### config.mk
export PLATFORM = sky130hd
export DESIGN_NAME = result_drain_fifo
export DESIGN_NICKNAME = d
export VERILOG_FILES = /design/src/rtl/img_acc_pkg.sv /design/src/rtl/sync_fifo.sv /design/src/rtl/result_drain_fifo.sv
export SDC_FILE = /design/constraint.sdc
export NUM_CORES = 1
export LEC_CHECK = 0
export CORE_ASPECT_RATIO = 1.2
export CORE_MARGIN = 1.5
export CORE_UTILIZATION = 60
export CTS_CLUSTER_SIZE = 24
export DETAILED_ROUTE_END_ITERATION = 7
export HOLD_SLACK_MARGIN = 0.03
export MAX_ROUTING_LAYER = met4
export PLACE_DENSITY = 0.77
export REMOVE_ABC_BUFFERS = 1
export SYNTH_ARGS = -nofsm -noshare
export SYNTH_HDL_FRONTEND = slang
export SYNTH_SLANG_ARGS = --single-unit
### constraint.sdc
create_clock -name clk -period 9.75 [get_ports clk]
set_input_delay 1.4625 -clock clk [delete_from_list [all_inputs] [get_ports clk]]
set_output_delay 1.4625 -clock clk [all_outputs]
set_load 0.01 [all_outputs]
### src/rtl/img_acc_pkg.sv
// Shared types and helpers for the image accelerator result path.
// Holds the drain FSM state encoding, default sizing and the lane byte-swap helper.
package img_acc_pkg;

  localparam int DRN_DW_DEF         = 32;
  localparam int DRN_DEPTH_DEF      = 16;
  localparam int DRN_BURST_LEN_DEF  = 8;
  localparam int DRN_FLUSH_IDLE_DEF = 4;

  typedef enum logic [1:0] {
    DRN_IDLE   = 2'd0,
    DRN_STREAM = 2'd1,
    DRN_FLUSH  = 2'd2,
    DRN_DONE   = 2'd3
  } drn_state_e;

  // Reverse the byte order of one 32-bit lane (big-endian consumers).
  function automatic logic [31:0] bswap32(input logic [31:0] w);
    return {w[7:0], w[15:8], w[23:16], w[31:24]};
  endfunction

endpackage

### src/rtl/sync_fifo.sv
// Single-clock FIFO with extra-MSB pointers; full/empty/count decode straight from the pointers.
// Callers gate push_i with !full_o and pop_i with !empty_o.
module sync_fifo
  import img_acc_pkg::*;
#(
  parameter int DW    = DRN_DW_DEF,
  parameter int DEPTH = DRN_DEPTH_DEF
) (
  input  logic                     clk,
  input  logic                     rst_n,
  input  logic                     push_i,
  input  logic [DW-1:0]            wdata_i,
  input  logic                     pop_i,
  output logic [DW-1:0]            rdata_o,
  output logic                     full_o,
  output logic                     empty_o,
  output logic [$clog2(DEPTH):0]   count_o
);

  localparam int AW = $clog2(DEPTH);

  logic [DW-1:0] mem_q [DEPTH];
  logic [AW:0]   wptr_q;
  logic [AW:0]   rptr_q;

  always_ff @(posedge clk or negedge rst_n) begin
    if (!rst_n) begin
      wptr_q <= '0;
      rptr_q <= '0;
    end else begin
      if (push_i) wptr_q <= wptr_q + 1'b1;
      if (pop_i)  rptr_q <= rptr_q + 1'b1;
    end
  end

  // Storage needs no reset; the pointers define what is valid.
  always_ff @(posedge clk) begin
    if (push_i) mem_q[wptr_q[AW-1:0]] <= wdata_i;
  end

  assign rdata_o = mem_q[rptr_q[AW-1:0]];
  assign empty_o = (wptr_q == rptr_q);
  assign full_o  = (wptr_q[AW] != rptr_q[AW]) && (wptr_q[AW-1:0] == rptr_q[AW-1:0]);
  assign count_o = wptr_q - rptr_q;

endmodule

### src/rtl/result_drain_fifo.sv
// Captures processed words into a FIFO and drains them over valid/ready with burst marking.
// Build option DRAIN_BYTE_SWAP_EN byte-reverses each 32-bit lane as it enters the output register.
//
// state      | meaning
// DRN_IDLE   | no frame open, waiting for the first accepted write
// DRN_STREAM | frame open, draining, waiting for proc_cmplt
// DRN_FLUSH  | proc_cmplt seen, draining until FLUSH_IDLE quiet cycles
// DRN_DONE   | drain_done pulse, back to idle
module result_drain_fifo
  import img_acc_pkg::*;
#(
  parameter int DW         = DRN_DW_DEF,
  parameter int DEPTH      = DRN_DEPTH_DEF,
  parameter int BURST_LEN  = DRN_BURST_LEN_DEF,
  parameter int FLUSH_IDLE = DRN_FLUSH_IDLE_DEF
) (
  input  logic                   clk,
  input  logic                   rst_n,
  input  logic [DW-1:0]          data_fifo,
  input  logic                   wr,
  input  logic                   proc_cmplt,
  output logic [DW-1:0]          mstx_data,
  output logic                   mstx_valid,
  input  logic                   mstx_ready,
  output logic                   mstx_last,
  output logic                   fifo_full,
  output logic [$clog2(DEPTH):0] fifo_count,
  output logic                   drain_done,
  output logic                   overflow,
  output logic [31:0]            word_count
);

  localparam int BW = $clog2(BURST_LEN);
  localparam int IW = $clog2(FLUSH_IDLE + 1);
  localparam logic [BW-1:0] BURST_MAX = BW'(BURST_LEN - 1);
  localparam logic [IW-1:0] IDLE_LAST = IW'(FLUSH_IDLE - 1);

  logic          fifo_empty;
  logic [DW-1:0] fifo_head;
  logic          push;
  logic          drop;
  logic          pop;
  logic          hs;
  logic          quiet;

  logic [DW-1:0] data_d;
  logic [DW-1:0] data_q;
  logic          valid_q;

  drn_state_e    state_q;
  logic [BW-1:0] burst_q;
  logic [IW-1:0] idle_q;
  logic [31:0]   word_q;
  logic          ovf_q;
  logic          done_q;

  assign push  = wr && !fifo_full;
  assign drop  = wr && fifo_full;
  assign hs    = valid_q && mstx_ready;
  assign pop   = !fifo_empty && (!valid_q || hs);
  assign quiet = fifo_empty && !valid_q && !wr;

  sync_fifo #(
    .DW    (DW),
    .DEPTH (DEPTH)
  ) u_fifo (
    .clk     (clk),
    .rst_n   (rst_n),
    .push_i  (push),
    .wdata_i (data_fifo),
    .pop_i   (pop),
    .rdata_o (fifo_head),
    .full_o  (fifo_full),
    .empty_o (fifo_empty),
    .count_o (fifo_count)
  );

`ifdef DRAIN_BYTE_SWAP_EN
  always_comb begin
    data_d = '0;
    for (int l = 0; l < DW / 32; l++) begin
      data_d[l*32 +: 32] = bswap32(fifo_head[l*32 +: 32]);
    end
  end
`else
  assign data_d = fifo_head;
`endif

  // Output stage refills in the same cycle a beat is accepted, so a steady
  // stream sustains one beat per cycle.
  always_ff @(posedge clk or negedge rst_n) begin
    if (!rst_n) begin
      data_q  <= '0;
      valid_q <= 1'b0;
    end else if (pop) begin
      data_q  <= data_d;
      valid_q <= 1'b1;
    end else if (hs) begin
      valid_q <= 1'b0;
    end
  end

  always_ff @(posedge clk or negedge rst_n) begin
    if (!rst_n) begin
      state_q <= DRN_IDLE;
      burst_q <= '0;
      idle_q  <= '0;
      word_q  <= '0;
      ovf_q   <= 1'b0;
      done_q  <= 1'b0;
    end else begin
      done_q <= 1'b0;
      if (hs) begin
        burst_q <= burst_q + 1'b1;
        word_q  <= word_q + 32'd1;
      end
      if (drop) ovf_q <= 1'b1;

      case (state_q)
        DRN_IDLE, DRN_DONE: begin
          // A write landing in the DONE cycle opens the next frame directly.
          if (push) begin
            state_q <= DRN_STREAM;
            ovf_q   <= 1'b0;
            word_q  <= '0;
            burst_q <= '0;
            idle_q  <= '0;
          end else begin
            state_q <= DRN_IDLE;
          end
        end
        DRN_STREAM: begin
          if (proc_cmplt) begin
            state_q <= DRN_FLUSH;
            idle_q  <= '0;
          end
        end
        DRN_FLUSH: begin
          if (quiet) begin
            if (idle_q == IDLE_LAST) begin
              state_q <= DRN_DONE;
              done_q  <= 1'b1;
              idle_q  <= '0;
            end else begin
              idle_q <= idle_q + 1'b1;
            end
          end else begin
            idle_q <= '0;
          end
        end
        default: state_q <= DRN_IDLE;
      endcase
    end
  end

  assign mstx_data  = data_q;
  assign mstx_valid = valid_q;
  assign mstx_last  = valid_q && (burst_q == BURST_MAX);
  assign drain_done = done_q;
  assign overflow   = ovf_q;
  assign word_count = word_q;

endmodule
; ---- Word-level counts from Yosys, hierarchy flattened
; Memories as Yosys holds them, arrays and structs flattened. A register that Yosys moved wholly into a read port is not among the register bits.
; Index checks and enable logic that the tools add are counted.
[word_totals]
reg_bits = 53
latchBits = 0
ramBits = 512
rom_bits = 0
inputBits = 37
word_cells = 73
n_memories = 1
[op_classes]
n_addsub = 6
mul = 0
n_div = 0
order_cmp = 0
eq_ne = 12
shift = 0
mux = 26
bitwise_logic = 0
n_reduce_logical = 19
[memory_table]
columns = memory, words, word_bits, rd, rd_ports_with_merged_regs, write_ports, line
row1 = u_fifo.mem_q, 16, 32, 1, 1, 1, sync_fifo.sv:22  ; logic [DW-1:0] mem_q [DEPTH];
[ops]
columns = operator, count
row1 = 2-to-1 mux 32 bit, 3
row2 = "adder 32 x 1 -> 32 bit, second input constant", 1
row3 = 2-to-1 mux 3 bit, 7
row4 = 2-to-1 mux 1 bit, 11
row5 = "adder 5 x 1 -> 5 bit, second input constant", 2
row6 = case mux 3 bit (3 select lines), 1
row7 = logical AND 1 bit, 8
row8 = "!= test 2 bit, second input constant", 4
row9 = "adder 3 x 1 -> 3 bit, second input constant", 2
row10 = 2-to-1 mux 2 bit, 3
row11 = case mux 2 bit (3 select lines), 1
row12 = equality test 5 bit, 1
row13 = zero test 1 bit, 5
row14 = subtractor 5 bit, 1
row15 = "equality test 2 bit, second input constant", 2
row16 = equality test 4 bit, 1
row17 = "equality test 3 x 2 -> 1 bit, second input constant", 1
row18 = "equality test 3 bit, second input constant", 1
row19 = AND reduction 3 bit, 1
row20 = "equality test 2 x 1 -> 1 bit, second input constant", 1
row21 = zero test 2 bit, 1
row22 = AND reduction 2 bit, 1
row23 = nonzero test 2 bit, 1
row24 = OR reduction 2 bit, 1
row25 = other kinds (2), 2

; ---- Longest topological paths before layout
; Gate-level depths: netlist of run 1.
[depth]
depth_word = 6
mapped_depth = 11

; ---- By module
; From an unflattened synthesis of run 1, not the netlist that was laid out.
[hier_totals]
cells_unflattened = 1237
hier_area_um2 = 23621.4
[modules_own_cells]
columns = module, instances, cells_each, area_per_inst_um2, seq_area_each_um2
row1 = sync_fifo, 1, 938, 20259.4, 15625.0
row2 = result_drain_fifo, 1, 299, 3362.0, 1876.8

; ---- Least setup slack after synthesis of run 1
; OpenSTA, ideal clock, no wires.
[synth_timing]
path_type = register to register
startpoint = reg u_fifo.rptr_q[2]
endpoint = mem u_fifo.mem_q[15][0] (netlist name) (enable)
arrival_time_ns = 3.065
path_slack_ns = 6.292
stages_incl_launch_ff = 8
synth_period_minus_slack_ns = 3.458
path_cell_list = dfrtp_1 -> buf_1 -> clkbuf_1 -> inv_1 -> ha_1 -> and4_1 -> a21boi_1 -> and4_1
[synth_via]
elab_chain_len = 6
[synth_rtl]
columns = element, line
row1 = from (decl), sync_fifo.sv:24  ; logic [AW:0] rptr_q;
row2 = from (signal assigned), sync_fifo.sv:32  ; if (pop_i) rptr_q <= rptr_q + 1'b1;
row3 = equality test 4 bit, sync_fifo.sv:43  ; assign full_o = (wptr_q[AW] != rptr_q[AW]) && (wptr_q[AW-1:0] == rptr_q[AW-1:0]);
row4 = logical AND 1 bit, sync_fifo.sv:43
row5 = zero test 1 bit, result_drain_fifo.sv:57  ; assign push = wr && !fifo_full;
row6 = logical AND 1 bit, result_drain_fifo.sv:57
row7 = 2-to-1 mux 1 bit, sync_fifo.sv:38  ; if (push_i) mem_q[wptr_q[AW-1:0]] <= wdata_i;
row8 = 2-to-1 mux 1 bit (not written as such), sync_fifo.sv:38
row9 = to (decl), sync_fifo.sv:22
; No other way between the ends.

; ---- Final worst setup path of run 1
[layout_timing]
startpoint = reg u_fifo.rptr_q[1]
endpoint = out fifo_count[3]
[layout_via]
elab_chain_len = 1
[layout_rtl]
columns = element, line
row1 = subtractor 5 bit, sync_fifo.sv:44  ; assign count_o = wptr_q - rptr_q;
row2 = to (decl), result_drain_fifo.sv:27  ; output logic [$clog2(DEPTH):0] fifo_count,
; No other way between the ends.

==> impl_results.md, run 1 <==
- Outcome: finished, final reports clean
- Sequential Area: ~18,000 µm²
- Routed metal-1 wire length: 19,790 µm
- Fillers: 2,429
- Max incr delay on CP: 930 ps
- Clock skew: 23.77 ps
- Layout Cells excl Fill: 2,048
- Initial antenna violation count: 0
- GPL Wtd Cong: about 0.8
- Multi-input logic area: 5562 µm²
- DPL Wire Length: approximately 26,000 µm
- Most common cell after layout, fill and taps aside: edfxtp_1
- Max rail drop VDD: 0.2062 mV
- Vias in the first global route: ~13,000
- Die Wd: 183.3 µm
- Clk network pwr share: approximately 28%
- Die span in y: roughly 220 µm
- Final setup violation count: 0
- Nets: 1,530
- Slew headroom: 16.73%
- Final wirelength: 48,170 µm
- RSZ-0062 raised after global routing: no
- Pwr Density: 285.0 nW/µm²
- DR WL/cell: ~24 µm
- CTS Buf Count: 56
- Critical path fanouts, max: 42
- Total power: 7.646 mW
- Internal Power: ~5.3 mW
- Post-Syn Area: 23,410 µm²
- Final Critical Period: ~4600 ps
- Hold/Removal Path Class: reg2reg
- WP buf/inv: 2
- Synthesis-to-layout area growth: 14.62%
- Setup Buffers After CTS: 0
- Sink Count: 597
- Global-route wire length before repair: 74,460 µm
- Crit path arrival time: slightly above 3000 ps
- Critical Path RT: 8290 ps
- Most frequent cells in the layout: edfxtp_1 (512), mux2i_1 (195), clkdlybuf4s50_1 (109)
- Ys flop type: edfxtp_1
- Net Switching: 2.350 mW
- Leakage: slightly above 9 nW
- CP startpoint kind: flop
- DR WL met3: 2678 µm
- Final Hold Vio Count: 0
- Core ar.: slightly below 40,000 µm²
- Die ar.: approximately 40,000 µm²
- Root Driver: clkbuf_16
- Sum Neg Setup Slack: 0 ps
- EDFF count, synth: roughly 510
- CTS Hold Bufs: 0
- PortBufs: 110
- Avg Inst Size Synth: around 17 µm²
- Highest Signal Layer: met4
- H-tree levels: 2
- Routed wl met2: 24,760 µm
- Synth Register Bits: between 500 and 600
- TritonRoute pass-1 iters: 5
- Crit Path Class: reg2out
- Slew @ Worst Pin: 1245 ps
- Post-route DRC: 0
- Worst Setup End Kind: output port
- Seq/Total Area, Yosys: 74.77%
- Placed insts: 1,945
- Hold Slack: 503.8 ps
- Row count: 79
- Grt total ovfl: 0
- Post-CTS resize count: 0
- Max Clk Rate: roughly 0.22 GHz
- Top-level I/O count: around 110
- CTS max path bufs: 3
- Routed Antenna Nets: 0
- Top Family by Delay on Critical Path: flip-flops
- Initial Util: 60.57%
- Reg clk slew, reported paths: roughly 60 ps
- N_diodes: 0
- CTS tree: done
- Via/cell ratio: 6.192
- Post-synth cell types: 51
- Slew Limit Fails: 0
- Syn. warnings: 0
- All-Layer GR Usage: 25.28%
- Max Cap Viol: 0
- Final core area utilization: between 60% and 70%
- Placement Setup Slack: 5606 ps
- Largest net degree at the start of global routing: 71
- Post-Layout Inst Area: 26,830 µm²
- Switching Fraction: 30.74%
- Worst-Skew Late Latency: 580 ps
- Post-Synthesis Cells: 1,373
- DR vias: 12,680
- Period utilisation layout: between 40% and 50%
- Placed instance area: ~25,000 µm²
- FFs w/ async S/R, synth: ~14%
- Sequential share of power: 43.4%
- Layout cells sized above 1: around a tenth
- CP max stage cell: dfrtp_4
- Final WS setup: around 5200 ps
- Combinational Power Share: between 20% and 30%
- Worst-path cell chain: inv_1, ha_1, a21o_1, a21oi_1, xnor2_1, clkdlybuf4s50_1
- 1st-iter DRT viols: 902
## per-layer routing
layer | vias up | global-route usage [%]
li1 | 5639 | -
met1 | 6513 | 32.63
met2 | 463 | 42.52
met3 | 67 | 3.651
met4 | 0 | 6.803
met5 | - | -
## cell families (layout without fill, tap and decap cells)
| group | count (synthesis) | in the layout | synth area share (%) |
|---|---|---|---|
| flops | 597 | 597 | 74.77 |
| mux | 230 | 230 | 11.56 |
| compound gates | 214 | 214 | 5.815 |
| simple gates | 196 | 196 | 4.340 |
| buf+inv | 95 | 244 | 1.694 |
| xor+xnor | 25 | 25 | 0.9354 |
| fa+ha+maj | 16 | 16 | 0.8873 |
## power by group through the flow
stage,Combinational (mW),Sequential (mW),Clock (mW)
after floorplan,1.34,3.51,0
after global placement,2.09,3.35,0
after detailed placement,2.15,3.37,0
after CTS,2.17,3.32,2.19
after global routing,2.32,3.35,2.29
final,2.15,3.32,2.17
## synth_stat cells, types with 4 or more instances
library cell / instances / share of area [%]
edfxtp_1: 512 / 66
mux2i_1: 195 / 8.3
dfrtp_1: 85 / 9.1
nor2_1: 83 / 1.3
o22ai_1: 64 / 1.7
o21ai_0: 44 / 0.94
clkbuf_1: 43 / 0.69
a221oi_1: 32 / 1.2
a31oi_1: 32 / 0.86
mux4_2: 32 / 3.1
buf_2: 26 / 0.56
a21oi_1: 23 / 0.49
nand2_1: 22 / 0.35
inv_1: 19 / 0.30
xnor2_1: 17 / 0.64
ha_1: 15 / 0.80
and2_1: 13 / 0.35
nand3_1: 13 / 0.28
or4_1: 13 / 0.42
nand4_1: 11 / 0.29
o31ai_1: 10 / 0.32
xor2_1: 8 / 0.30
and4_1: 7 / 0.26
or3_1: 7 / 0.19
buf_1: 6 / 0.096
nand2b_1: 4 / 0.11
nor3_1: 4 / 0.086
## area by class of cell
type / instances / area share [%]
Multi-Input combinational cell: 681 / 20.73
Clock buffer: 78 / 5.796
Timing Repair Buffer: 122 / 4.430
Sequential cell: 597 / 65.26
Tap cell: 526 / 2.453
Inverter: 19 / 0.2658
Clock inverter: 25 / 1.063
## state kept, by name, indices dropped and copies added, names as in the netlist, named ones only
| register | cells |
|---|---|
| burst_q | 3 |
| drain_done | 1 |
| idle_q | 3 |
| mstx_data | 32 |
| mstx_valid | 1 |
| state_q | 2 |
| u_fifo.mem_q | 512 |
| u_fifo.rptr_q | 5 |
| u_fifo.wptr_q | 5 |
| word_count | 32 |
## final timing paths
path / endpoint / slack [ps] / from / cells past startpoint
worst min-delay path: flop / 500 / flop / 1
max in group asynchronous: u_fifo.rptr_q[0]$_DFFE_PN0P_ / 7640 / rst_n / 2
worst max register to register: u_fifo.mem_q[14][17]$_DFFE_PP_ / 6000 / u_fifo.rptr_q[1]$_DFFE_PN0P_ / 5
worst max-delay path: fifo_count[3] / 5180 / u_fifo.rptr_q[1]$_DFFE_PN0P_ / 6
worst min register to register: flop / 500 / flop / 1
min in group asynchronous: idle_q[2]$_DFFE_PN0P_ / 790 / rst_n / 1
No activity file was read; power rests on OpenSTA's default activity.
==> inputs of run 2 (changes only) <==
CORE_UTILIZATION = 54   (was 60)
PLACE_DENSITY = 0.73   (was 0.77)
clock period = 3.9 ns   (was 9.75 ns; I/O delays follow)
==> run 2 against run 1 <==
Global-route usage decreased by 0.70 points. Sequential power increased by 150%. Combinational power increased to 2.7 times the previous value. Utilization decreased by 6.0 points. Count of clock-buffer cells in the layout unchanged. Sequential share of layout area decreased by 0.78 points. Via count increased by 2.5%. Worst setup slack got worse by 4700 ps. Die area increased by 11%. Total power increased to 2.5 times the previous value. Highest routed layer unchanged.
==> impl_results.md, run 2 (synthesis gave the netlist of run 1 again) <==
- Outcome: finished, final reports clean
- Crit path arrival time: 2830 ps
- Most Used Layer, Global Route: met2
- CP startpoint kind: flop
- DR vias: approximately 13,000
- Largest register FFs: 512
- Max Clk Rate: 0.2929 GHz
- DR WL/cell: around 25 µm
- Root Driver: clkbuf_16
- Leakage: 9.299 nW
- Fillers: 2,976
- Final core area utilization: 63.47%
- Post-Layout Inst Area: 27,160 µm²
- Period utilisation layout: approximately 88%
- Multi-input logic area: between 5000 and 6000 µm²
- Critical Path RT: 3310 ps
- Initial Util: ~55%
- Sequential share of power: a little over two fifths
- Die Wd: 193.1 µm
- Post-CTS resize count: 0
- Die span in y: 231.1 µm
- CTS max path bufs: 3
- Global-route wire length before repair: 79,360 µm
- Die ar.: 44,610 µm²
- Via/cell ratio: 6.187
- DPL Wire Length: between 20,000 and 30,000 µm
- Final wirelength: 52,360 µm
- Internal Power: 13.10 mW
- RSZ-0062 raised after global routing: no
- Placed instance area: 25,390 µm²
- Critical path fanouts, max: 4
- Core ar.: 42,790 µm²
- Final Hold Vio Count: 0
- PortBufs: 110
- CTS Buf Count: 54
- CTS Hold Bufs: 0
- GPL Wtd Cong: around 0.84
- Slew @ Worst Pin: between 900 and 1000 ps
- All-Layer GR Usage: 24.57%
- Max rail drop VDD: 0.6834 mV
- Initial antenna violation count: 2
- Reg clk slew, reported paths: approximately 60 ps
- Slew Limit Fails: 0
- 1st-iter DRT viols: 1,073
- Combinational Power Share: a little under a third
- Top-level I/O count: 111
- H-tree levels: 2
- Net Switching: 6.020 mW
- Grt met2 use: about two fifths
- Met3 usage: 3.528%
- Row count: between 80 and 90
- Grt total ovfl: 0
- Clk network pwr share: 27.2%
- Final setup violation count: 0
- Final Critical Period: between 3000 and 4000 ps
- Pwr Density: 704.2 nW/µm²
- Worst Setup End Kind: output port
- Sequential Area: 17,510 µm²
- Max Cap Viol: 0
- Vias in the first global route: 13,250
- Grt met1 use: ~33%
- Worst-Skew Late Latency: 600 ps
- Most frequent cells in the layout: edfxtp_1 (512), mux2i_1 (195), clkdlybuf4s50_1 (109)
- Most common cell after layout, fill and taps aside: edfxtp_1
- Synthesis-to-layout area growth: 16.01%
- Clock skew: between 30 and 40 ps
- TritonRoute pass-1 iters: 5
- Setup Buffers After CTS: 0
- Sink Count: 597
- Crit Path Class: reg2out
- Switching Fraction: 31.48%
- Routed Antenna Nets: 0
- Largest net degree at the start of global routing: 120
- Layout cells sized above 1: 12.35%
- CTS tree: done
- Slew headroom: 37.15%
- Nets: around 1,600
- Post-route DRC: 0
- Hold/Removal Path Class: in2async
run 2: path summary, 6_finish.rpt:
check	start	end	slack, ps	depth (start not counted)
hold / removal	rst_n	state_q[0]$_DFFE_PN0P_	90	1
max in group asynchronous	rst_n	word_count[4]$_DFF_PN0_	2900	2
hold reg to reg	flop	flop	510	1
setup reg to reg	u_fifo.wptr_q[2]$_DFFE_PN0P_	u_fifo.mem_q[15][18]$_DFFE_PP_	890	5
setup / recovery	u_fifo.wptr_q[0]$_DFFE_PN0P_	fifo_count[4]	490	8
min in group clk	flop	flop	510	1
run 2: power groups by stage:
| stage | sequential (mW) | combinational, mW | clock, mW |
|---|---|---|---|
| 2_1_floorplan | 8.70 | 3.09 | 0 |
| 3_3_place_gp | 8.26 | 5.62 | 0 |
| 3_5_place_dp | 8.30 | 5.75 | 0 |
| 4_1_cts | 8.18 | 5.78 | 5.26 |
| 5_1_grt | 8.24 | 6.18 | 5.51 |
| 6_report | 8.18 | 5.75 | 5.19 |
run 2: final cells by class:
cell class / count / share of cell area, %
Antenna cell: 2 / 0.01843
Clock buffer: 78 / 5.755
Clock inverter: 24 / 0.7188
Inverter: 19 / 0.2626
Multi-Input combinational cell: 681 / 20.48
Sequential cell: 597 / 64.48
Tap cell: 552 / 2.543
Timing Repair Buffer: 148 / 5.741
run 2: metal layers:
layer	share of wire, %	vias to the layer above	wire (µm)
li1	-	5709	-
met1	42	6689	21820
met2	50	508	26090
met3	6.3	93	3322
met4	2.1	0	1125
met5	0	-	0
run 2: critical path, cell delays in order (launching register included):
cell,delay [ps]
dfrtp_1,410
inv_1,120
ha_1,240
fa_1,470
inv_1,80
a21o_1,100
a21oi_1,70
xnor2_1,170
clkdlybuf4s50_1,570
run 2: stage by stage:
step / setup TNS [ps] / total power [mW] / worst slack, ps / instances / hold WS, ps
finish: 0 / 19.12 / 486.3 / 2101 / 88.62
floorplan: -2424310 / 11.79 / -5624 / 1297 / 289.4
global route: 0 / 19.93 / 322.0 / 2101 / 125.6
global placement: 0 / 13.88 / 907.3 / 1997 / 487.0
CTS: 0 / 19.22 / 440.3 / 2099 / 100.5
detailed placement: 0 / 14.05 / 852.8 / 1997 / 493.0
==> inputs of run 3 (changes only) <==
SKIP_CTS_REPAIR_TIMING = 1   (was default)
==> results of run 3 <==
Same layout as run 2: the final DEF is identical, and so are final timing and power.
